File: config.mk
export PLATFORM = sky130hd
export DESIGN_NAME = oam_dma
export DESIGN_NICKNAME = d
export VERILOG_FILES = /design/src/rtl/oam_dma.sv
export SDC_FILE = /design/constraint.sdc
export NUM_CORES = 1
export LEC_CHECK = 0
export BUFFER_PORTS_ARGS = -buffer_cell sky130_fd_sc_hd__buf_2
export CAP_MARGIN = 30
export CORE_MARGIN = 8
export CORE_UTILIZATION = 50
export DETAILED_ROUTE_END_ITERATION = 8
export GPL_ROUTABILITY_DRIVEN = 0
export PLACE_DENSITY = 0.79
export SLEW_MARGIN = 30
export SYNTH_ARGS = -nofsm -noshare
export SYNTH_HDL_FRONTEND = slang
export SYNTH_SLANG_ARGS = --single-unit
File: constraint.sdc
create_clock -name i_clk -period 3.1 [get_ports i_clk]
set_input_delay 0.31 -clock i_clk [delete_from_list [all_inputs] [get_ports i_clk]]
set_output_delay 0.31 -clock i_clk [all_outputs]
set_load 0.1 [all_outputs]
File: src/rtl/oam_dma.sv
// oam_dma: $4014 sprite DMA that halts the CPU and copies one page into OAMDATA.
// State changes on the falling clock edge and only while i_ce is high.
module oam_dma #(
    parameter logic [15:0] DMA_REG_ADDR = 16'h4014,
    parameter logic [15:0] OAMDATA_ADDR = 16'h2004,
    parameter int          TRANSFER_LEN = 256
) (
    input  logic        i_clk,
    input  logic        i_reset,
    input  logic        i_ce,
    input  logic [15:0] i_cpu_address,
    input  logic [7:0]  i_cpu_data,
    input  logic        i_cpu_rw,
    input  logic [7:0]  i_bus_data,
    output logic        o_rdy,
    output logic        o_bus_master,
    output logic [15:0] o_address,
    output logic        o_rw,
    output logic [7:0]  o_data,
    output logic        o_busy,
    output logic [7:0]  o_debug_index
);
    typedef enum logic [2:0] {IDLE, HALT, ALIGN, READ, WRITE} state_t;

    localparam logic [7:0] LAST = 8'(TRANSFER_LEN - 1);

    state_t     state, state_n;
    logic [7:0] page, page_n, index, index_n;
    logic       parity;

    always_comb begin
        state_n = state;
        page_n  = page;
        index_n = index;
        if (i_ce)
            case (state)
                IDLE:
                    if (!i_cpu_rw && i_cpu_address == DMA_REG_ADDR) begin
                        state_n = HALT;
                        page_n  = i_cpu_data;
                        index_n = 8'h00;
                    end
                // reads must land on the get (parity 0) cycle
                HALT:  state_n = parity ? READ : ALIGN;
                ALIGN: state_n = READ;
                READ:  state_n = WRITE;
                WRITE: begin
                    index_n = index + 8'd1;
                    state_n = (index == LAST) ? IDLE : READ;
                end
                default: state_n = IDLE;
            endcase
    end

    always_ff @(negedge i_clk or posedge i_reset) begin
        if (i_reset) begin
            state     <= IDLE;
            page      <= 8'h00;
            index     <= 8'h00;
            parity    <= 1'b0;
            o_address <= 16'h0000;
            o_rw      <= 1'b1;
            o_data    <= 8'h00;
        end else if (i_ce) begin
            state     <= state_n;
            page      <= page_n;
            index     <= index_n;
            parity    <= ~parity;
            o_address <= (state_n == READ) ? {page_n, index_n} :
                         (state_n == WRITE) ? OAMDATA_ADDR : 16'h0000;
            o_rw      <= state_n != WRITE;
            o_data    <= (state == READ) ? i_bus_data : 8'h00;
        end
    end

    assign o_rdy         = state == IDLE;
    assign o_bus_master  = state == READ || state == WRITE;
    assign o_busy        = state != IDLE;
    assign o_debug_index = index;
endmodule

==> impl_results.md, run 1 <==
- Count of antenna diodes in the layout: 0
- Die X-Extent: a little over 80 microns
- Per-cell via count in the routed design: roughly 5.7
- Number of enable flip-flop cells after synthesis: 0
- Insertion delay of the later-clocked pin in the worst-skew pair: approximately 350 ps
- Measured slew at the worst slew-check pin: ~660 ps
- Leading cell types in the layout, fill and taps excluded: buf_2, dfrtn_1, a22o_1, buf_4
- Max Fanout on Critical Path: 2
- Destination of the worst hold path: o_address[15]
- Synthesized net count: 235
- Met2 usage in global routing: 30.0%
- Final cell utilization of the core: 74.0%
- Area growth from synthesis to final layout: 46.5%
- Overall power after layout: 3.20 mW
- CP max-delay cell: or4_4
- Summed negative setup slack over all endpoints: -4230 ps
- Total via count in the routed design: 1940
- Count of state elements after synthesis: 45
- Max Clock Skew: between 50 and 60 ps
- Maximum number of pins on one net before global-route repair: 31
- Number of hold violations in the final report: 0
- Sequential cell area fraction in the yosys report: around 52%
- Flip-flop and latch area: approximately 1100 sq um
- Library cell appearing most often on the critical path: or4_4
- Wire length after detailed routing: slightly above 6 mm
- Vertical extent of the die: roughly 80 microns
- Gate count after technology mapping: around 200
- Hold Startpoint: page[7]
- CTS HTree Levels: 2
- Drt wl/cell: around 18 microns
- Placement Cell Area: 2830 sq um
- Crit path DAT: about 2000 ps
- Input/output buffers: ~70
- Clock slew seen by the registers of the worst setup and hold paths: around 60 ps
- Total non-filler cell area in the finished layout: 3160 sq um
- Count of nets left with antenna violations after detail routing: 0
- GR peak layer: met2
- Post-CTS Hold Buffers: 0
- Number of antenna violations at the first check in global routing: 0
- Clock tree root buffer cell: clkbuf_8
- Peak supply drop: between 0.6 and 0.7 mV
- Layout cells sized above 1: a little under half
- Global-route usage over all layers: approximately 18%
- Global route overflow: 0
- Number of ports placed on the die boundary: 72
- Remaining design rule violation count: 0
- Required time of the worst setup path: about 1700 ps
- Hold Slack: 430 ps
- Fraction of registers with async set/reset: 100%
- Multi-input logic area: ~1000 sq um
- Kind of launch point of the worst setup path: input pin
- Num rows: 24
- Slack of the critical path: -339 ps
- Total of max-cap violations: 0
- Max-slew violations: 0
- Class of the tightest hold or removal check: flop to flop
- Clock sink total: between 40 and 50
- Core Footprint: about 4300 sq um
- Effective utilization at floorplan: between 50 and 60%
- Hpwl dp: approximately 4.2 mm
- Summed instance area of the synthesized netlist: roughly 2200 sq um
- Number of nets in the finished design: between 300 and 400
- Met3 capacity usage during global routing: under 10%
- Power per unit of standard cell area: just over 1000 nW/um^2
- Number of warnings issued by yosys: 0
- FILL cells: a little under 300
- Full die area: around 6700 sq um
- Met1 demand-to-capacity share in global routing: a little over a fifth
- Setup repair after global routing missed its margin: true
- First-iteration detailed-routing DRC count: ~120
- Slew headroom: between 50% and 60%
- Final setup violation count: 22
- Number of iterations in the first detailed-routing pass: 4
- Wire length of the first global-routing pass: 9.38 mm
- Max stage delay on crit path: around 530 ps
- Leakage power: between 1.5 and 2 nW
- Crit Reg-Reg Startpoint: state[0]
- Non-filler instance count after layout: roughly 340
- R2R Path End: o_address[9]
- FF-to-FF path depth: 8
- Most instantiated flip-flop cell in the synthesis netlist: dfrtn_1
- Result of the run: finished, violations left
- Worst setup slack for register-to-register paths: 720 ps
- Violations in the final reports: setup timing
- Placed insts: roughly 320
- Hold Path Cell Cnt: 1
- Leading cell type in the layout, fill and taps excluded: buf_2
- Cell chain of the critical path: buf_6, or4_4, or4_4, or3_4, a31oi_4, o2bb2ai_1
- Maximum root-to-sink buffer count: 2
- TritonCTS clock tree: yes
- Number of different library cells in the post-synthesis netlist: between 40 and 50
- Critical Path End Type: flop
- Number of global-route vias before repair: ~2.0k
- TritonCTS buffer count: 5
- DP Worst Slack: -775 ps
- Mean cell area of the mapped netlist: 10.9 sq um
- Critical path class: input pin to flop
## synthesized netlist by cell type (2+ instances only)
| library cell | count | share of area, % |
|---|---|---|
| or2b_2 | 2 | 0.81 |
| or4_4 | 2 | 1.0 |
| or3b_2 | 2 | 0.81 |
| a21oi_1 | 7 | 1.6 |
| clkbuf_1 | 7 | 1.2 |
| nor4_1 | 3 | 0.87 |
| o2bb2ai_1 | 4 | 1.6 |
| a21o_1 | 6 | 2.1 |
| nor3b_1 | 3 | 1.0 |
| xnor2_1 | 2 | 0.81 |
| nor3_1 | 4 | 0.93 |
| a31oi_1 | 3 | 0.87 |
| inv_1 | 9 | 1.6 |
| nand2_1 | 11 | 1.9 |
| and3_1 | 2 | 0.58 |
| o21ai_0 | 12 | 2.8 |
| nor2b_1 | 2 | 0.58 |
| nor2_1 | 15 | 2.6 |
| xor2_1 | 3 | 1.2 |
| mux2_2 | 8 | 4.2 |
| dfrtn_1 | 44 | 51 |
| nand3_1 | 5 | 1.2 |
| a22o_1 | 21 | 8.5 |
## critical path, delay by kind of cell
family,cells,cell delay (ps)
AND/OR/NAND/NOR,3,1350
buffers and inverters,1,90
AO/OA/AOI/OAI,2,300
## logic make-up after synthesis
logic type | Yosys count | synth area share, %
AOI/OAI and AO/OA | 56 | 18.7
xor gates and xnor gates | 5 | 2.03
adders and majority gates | 1 | 0.581
buffers and inverters | 21 | 5.23
DFF | 45 | 52.3
muxes | 9 | 4.65
and+or+nand+nor | 61 | 16.5
## registers in the layout, summed over array words and instances, names as in the netlist
name,flops
state,3
parity,1
o_debug_index,8
page,8
o_rw,1
o_address,16
o_data,8
## worst max path at each step
stage	depth (start not counted)	slack [ps]	endpoint	from
global placement	7	-730	o_debug_index[3]	i_cpu_address[9]
finish	6	-340	o_address[1]	i_cpu_address[9]
CTS	7	-340	o_debug_index[3]	i_cpu_address[9]
global route	6	-380	o_debug_index[1]	i_cpu_address[9]
floorplan	5	-600	o_debug_index[0]	i_cpu_address[9]
detailed placement	7	-780	o_debug_index[3]	i_cpu_address[9]
## final cells by class
cell class,instances,area share (%)
clock buffer,6,2.30
sequential,45,35.7
clock inverter,3,1.35
timing repair buffer,96,24.3
multi-input combinational,132,33.1
tap,52,2.06
inverter,8,1.15
## power breakdown
part,internal [mW],switching [mW],total [mW]
registers,0.713,0.143,0.856
logic,0.598,1.29,1.89
clock network,0.244,0.211,0.455
## metal layers
layer / part of all wire (%) / wire length (microns)
met2: 50 / 3040
met5: 0 / 0
met3: 8.2 / 498
met1: 39 / 2390
met4: 2.3 / 138
## timing repair
action	CTS	global route
setup endpoints to repair	14	21
pin swaps	14	6
resized for setup	20	14
buffers inserted	7	4
(Power assumes the default switching activity.)
==> run 2: changes to the inputs <==
--- a/config.mk
+++ b/config.mk
@@ -5,13 +5,13 @@
 export SDC_FILE = /design/constraint.sdc
 export NUM_CORES = 1
 export LEC_CHECK = 0
+export ABC_AREA = 1
 export BUFFER_PORTS_ARGS = -buffer_cell sky130_fd_sc_hd__buf_2
 export CAP_MARGIN = 30
 export CORE_MARGIN = 8
 export CORE_UTILIZATION = 50
 export DETAILED_ROUTE_END_ITERATION = 8
-export GPL_ROUTABILITY_DRIVEN = 0
-export PLACE_DENSITY = 0.79
+export PLACE_DENSITY = 0.78
 export SLEW_MARGIN = 30
 export SYNTH_ARGS = -nofsm -noshare
 export SYNTH_HDL_FRONTEND = slang
==> constraint.sdc (replaced) <==
create_clock -name i_clk -period 3.38 [get_ports i_clk]
set_input_delay 0.338 -clock i_clk [delete_from_list [all_inputs] [get_ports i_clk]]
set_output_delay 0.338 -clock i_clk [all_outputs]
set_load 0.1 [all_outputs]
==> impl_results.md, run 2 <==
- Result of the run: finished clean
- CP max-delay cell: dfrtn_1
- Mean cell area of the mapped netlist: 8.17 sq um (-25%)
- Number of enable flip-flop cells after synthesis: 0 (unchanged)
- Global route overflow: 0 (unchanged)
- Count of state elements after synthesis: 45 (unchanged)
- Clock tree root buffer cell: clkbuf_8
- Layout cells sized above 1: 34.0% (-14 points)
- Class of the tightest hold or removal check: flop to flop
- Last element of the critical path: o_bus_master
- Number of antenna violations at the first check in global routing: 0 (unchanged)
- Count of antenna diodes in the layout: 0 (unchanged)
- Remaining design rule violation count: 0 (unchanged)
- Combinational fraction of design power: 52.7% (-6.4 points)
- Required time of the worst setup path: 3040 ps (+1340 ps)
- Maximum number of pins on one net before global-route repair: 26 (-16%)
- Number of hold violations in the final report: 0 (unchanged)
- Net switching power figure: 1.21 mW (-27%)
- Part of the power in registers: 31.0% (+4.3 points)
- Num rows: 24 (unchanged)
- CTS HTree Levels: 2 (unchanged)
- Core Footprint: 4380 sq um (+2.8%)
- Most instantiated flip-flop cell in the synthesis netlist: dfrtn_1
- TritonCTS buffer count: 5 (unchanged)
- TritonCTS clock tree: yes
- Switching part of the total: 51.0% (-0.45 points)
- Max-slew violations: 0 (unchanged)
- Hpwl dp: 4.28 mm (+1.0%)
- Clock slew seen by the registers of the worst setup and hold paths: 50 ps (about the same)
- Global placer's final weighted congestion: around 0.93
- Full die area: 7040 sq um (+5.5%)
- Peak supply drop: 0.409 mV (-36%)
- Setup crit start: state[1]
- Area share of the largest cell type after synthesis: 47.8% (-3.3 points)
- Largest register FFs: 16 (unchanged)
- Input/output buffers: 71 (unchanged)
- Vertical extent of the die: 83.9 microns (+2.7%)
- Effective utilization at floorplan: 52.5% (+2.0 points)
- Count of nets left with antenna violations after detail routing: 0 (unchanged)
- Number of iterations in the first detailed-routing pass: 4 (unchanged)
- Number of global-route vias before repair: 2177 (+9.4%)
- Total via count in the routed design: 2104 (+8.5%)
- Wire length of the first global-routing pass: 9.89 mm (+5.4%)
- Crit path DAT: 3020 ps (+980 ps)
- Worst setup slack for register-to-register paths: 1540 ps (+820 ps)
- Crit Reg-Reg Startpoint: o_debug_index[1]
- Wire length after detailed routing: 5.65 mm (-6.9%)
- Max Fanout on Critical Path: 3 (+1)
- First-iteration detailed-routing DRC count: 124 (unchanged)
- Synthesized net count: 319 (+36%)
- Cell type with the highest aggregate area in the netlist: dfrtn_1
- Per-cell via count in the routed design: 5.05 (-11%)
- Placed insts: 405 (+25%)
- Non-filler instance count after layout: 417 (+22%)
- Most instantiated cells after synthesis: nand2_1, dfrtn_1, inv_1, nand3_1, o21ai_1
- Most frequent cell after synthesis: nand2_1
- Clock sink total: 45 (unchanged)
- Top cells by area, synth: dfrtn_1, nand2_1, nand3_1
- Total of max-cap violations: 0 (unchanged)
- Number of different library cells in the post-synthesis netlist: 27 (-39%)
- FF-to-FF path depth: 12 (+4)
- Kind of launch point of the worst setup path: flop
- Design internal power: 1.16 mW (-25%)
- Area growth from synthesis to final layout: 28.2%
- Register with the most flip-flops: o_address
- Die X-Extent: 83.9 microns (+2.7%)
- Number of warnings issued by yosys: 0 (unchanged)
- Setup repair after global routing missed its margin: true
- Slew headroom: 66.8% (+11 points)
- Max Clock Skew: 54.6 ps (+3.52 ps)
- R2R Path End: o_address[11]
- Share of power burned in the clock network: 16.4% (+2.2 points)
- Leakage power: 1.56 nW (-2.3%)
- Final setup violation count: 0 (-100%)
- Cell chain of the critical path: nand2_1, o21ai_4, buf_12
- Max stage delay on crit path: 490 ps (-40 ps)
- Global-route usage over all layers: 16.6% (-1.6 points)
- Leading cell type in the layout, fill and taps excluded: nand2_1
- Hold Slack: 415 ps (-14.9 ps)
- Summed instance area of the synthesized netlist: 2300 sq um (+6.9%)
- Summed negative setup slack over all endpoints: 0 ps (+4230 ps)
- Leading cell types in the layout, fill and taps excluded: nand2_1, buf_2, dfrtn_1, inv_1, nand3_1
- Insertion delay of the later-clocked pin in the worst-skew pair: 350 ps (about the same)
- Power per unit of standard cell area: 801 nW/um^2 (-21%)
- Maximum root-to-sink buffer count: 2 (unchanged)
- Number of ports placed on the die boundary: 72 (unchanged)
- Gate count after technology mapping: 282 (+42%)
- Critical path class: flop to output port
- Fraction of registers with async set/reset: 100% (unchanged)
- Number of nets in the finished design: 401 (+23%)
- Sequential cell area fraction in the yosys report: 48.9% (-3.4 points)
- Measured slew at the worst slew-check pin: 501 ps (-155 ps)
- Drt wl/cell: 13.6 microns (-24%)
- Critical Path End Type: output port
-- run 2: power by group through the flow --
stage,clock [mW],combinational [mW],sequential [mW]
finish,0.387,1.25,0.733
global placement,0.00370,1.18,0.739
global route,0.427,1.33,0.747
CTS,0.396,1.23,0.731
floorplan,0.00370,0.470,1.18
detailed placement,0.00370,1.19,0.742
-- run 2: cell families (layout without fill, tap and decap cells) --
kind of cell,Yosys count,after routing,share of synthesized area [%]
buf+inv,44,127,8.36
simple gates,132,132,26.1
compound gates,59,59,15.6
fa+ha+maj,1,1,0.543
flops,45,45,48.9
xor+xnor,1,1,0.380
-- run 2: timing repair --
action / CTS / global route
gates resized for setup: 0 / 5
hold buffers: 0 / 0
setup buffers: 3 / 1
endpoints found under the setup margin: 3 / 3
pin swaps: 1 / 1
-- run 2: cell type report --
| cell class | instances | area [sq um] |
|---|---|---|
| flip-flops and latches | 45 | 1130 |
| fillers | 371 | 1430 |
| multi-input cells | 193 | 995 |
| well taps | 52 | 65.1 |
| clock inverters | 2 | 7.51 |
| repair buffers | 86 | 528 |
| clock buffers | 7 | 108 |
| inverters | 32 | 123 |
-- run 2: routing by layer --
layer / wire [microns] / GRT usage (%)
met5: 0 / 0
met4: 28 / 2.98
met3: 394 / 6.54
met2: 2860 / 28.4
met1: 2370 / 19.1
-- run 2: per-stage QoR --
| step | area (sq um) | setup WS, ps | util, % | power [mW] |
|---|---|---|---|---|
| 2_1_floorplan | 2310 | -435 | - | 1.66 |
| 3_3_place_gp | 2800 | 61.8 | 63.8 | 1.92 |
| 3_5_place_dp | 2800 | 28.9 | 63.8 | 1.94 |
| 4_1_cts | 2930 | 14.7 | 66.9 | 2.36 |
| 5_1_grt | 2950 | -30.5 | 67.4 | 2.50 |
| 6_report | 2950 | 17.5 | 67.4 | 2.37 |
-- run 2: worst min-delay path by stage --
stage	startpoint	end	slack, ps	cells past startpoint
2_1_floorplan	parity	parity	390	1
3_3_place_gp	parity	parity	410	1
3_5_place_dp	parity	parity	420	1
4_1_cts	parity	parity	420	1
5_1_grt	o_address[0]	o_address[0]	450	2
6_report	parity	parity	410	1
-- run 2: worst max-delay path: cells and delay by family (launching register included) --
kind	cells	cell delay, ps
flops	1	490
buf+inv	1	190
compound gates	1	180
simple gates	1	170
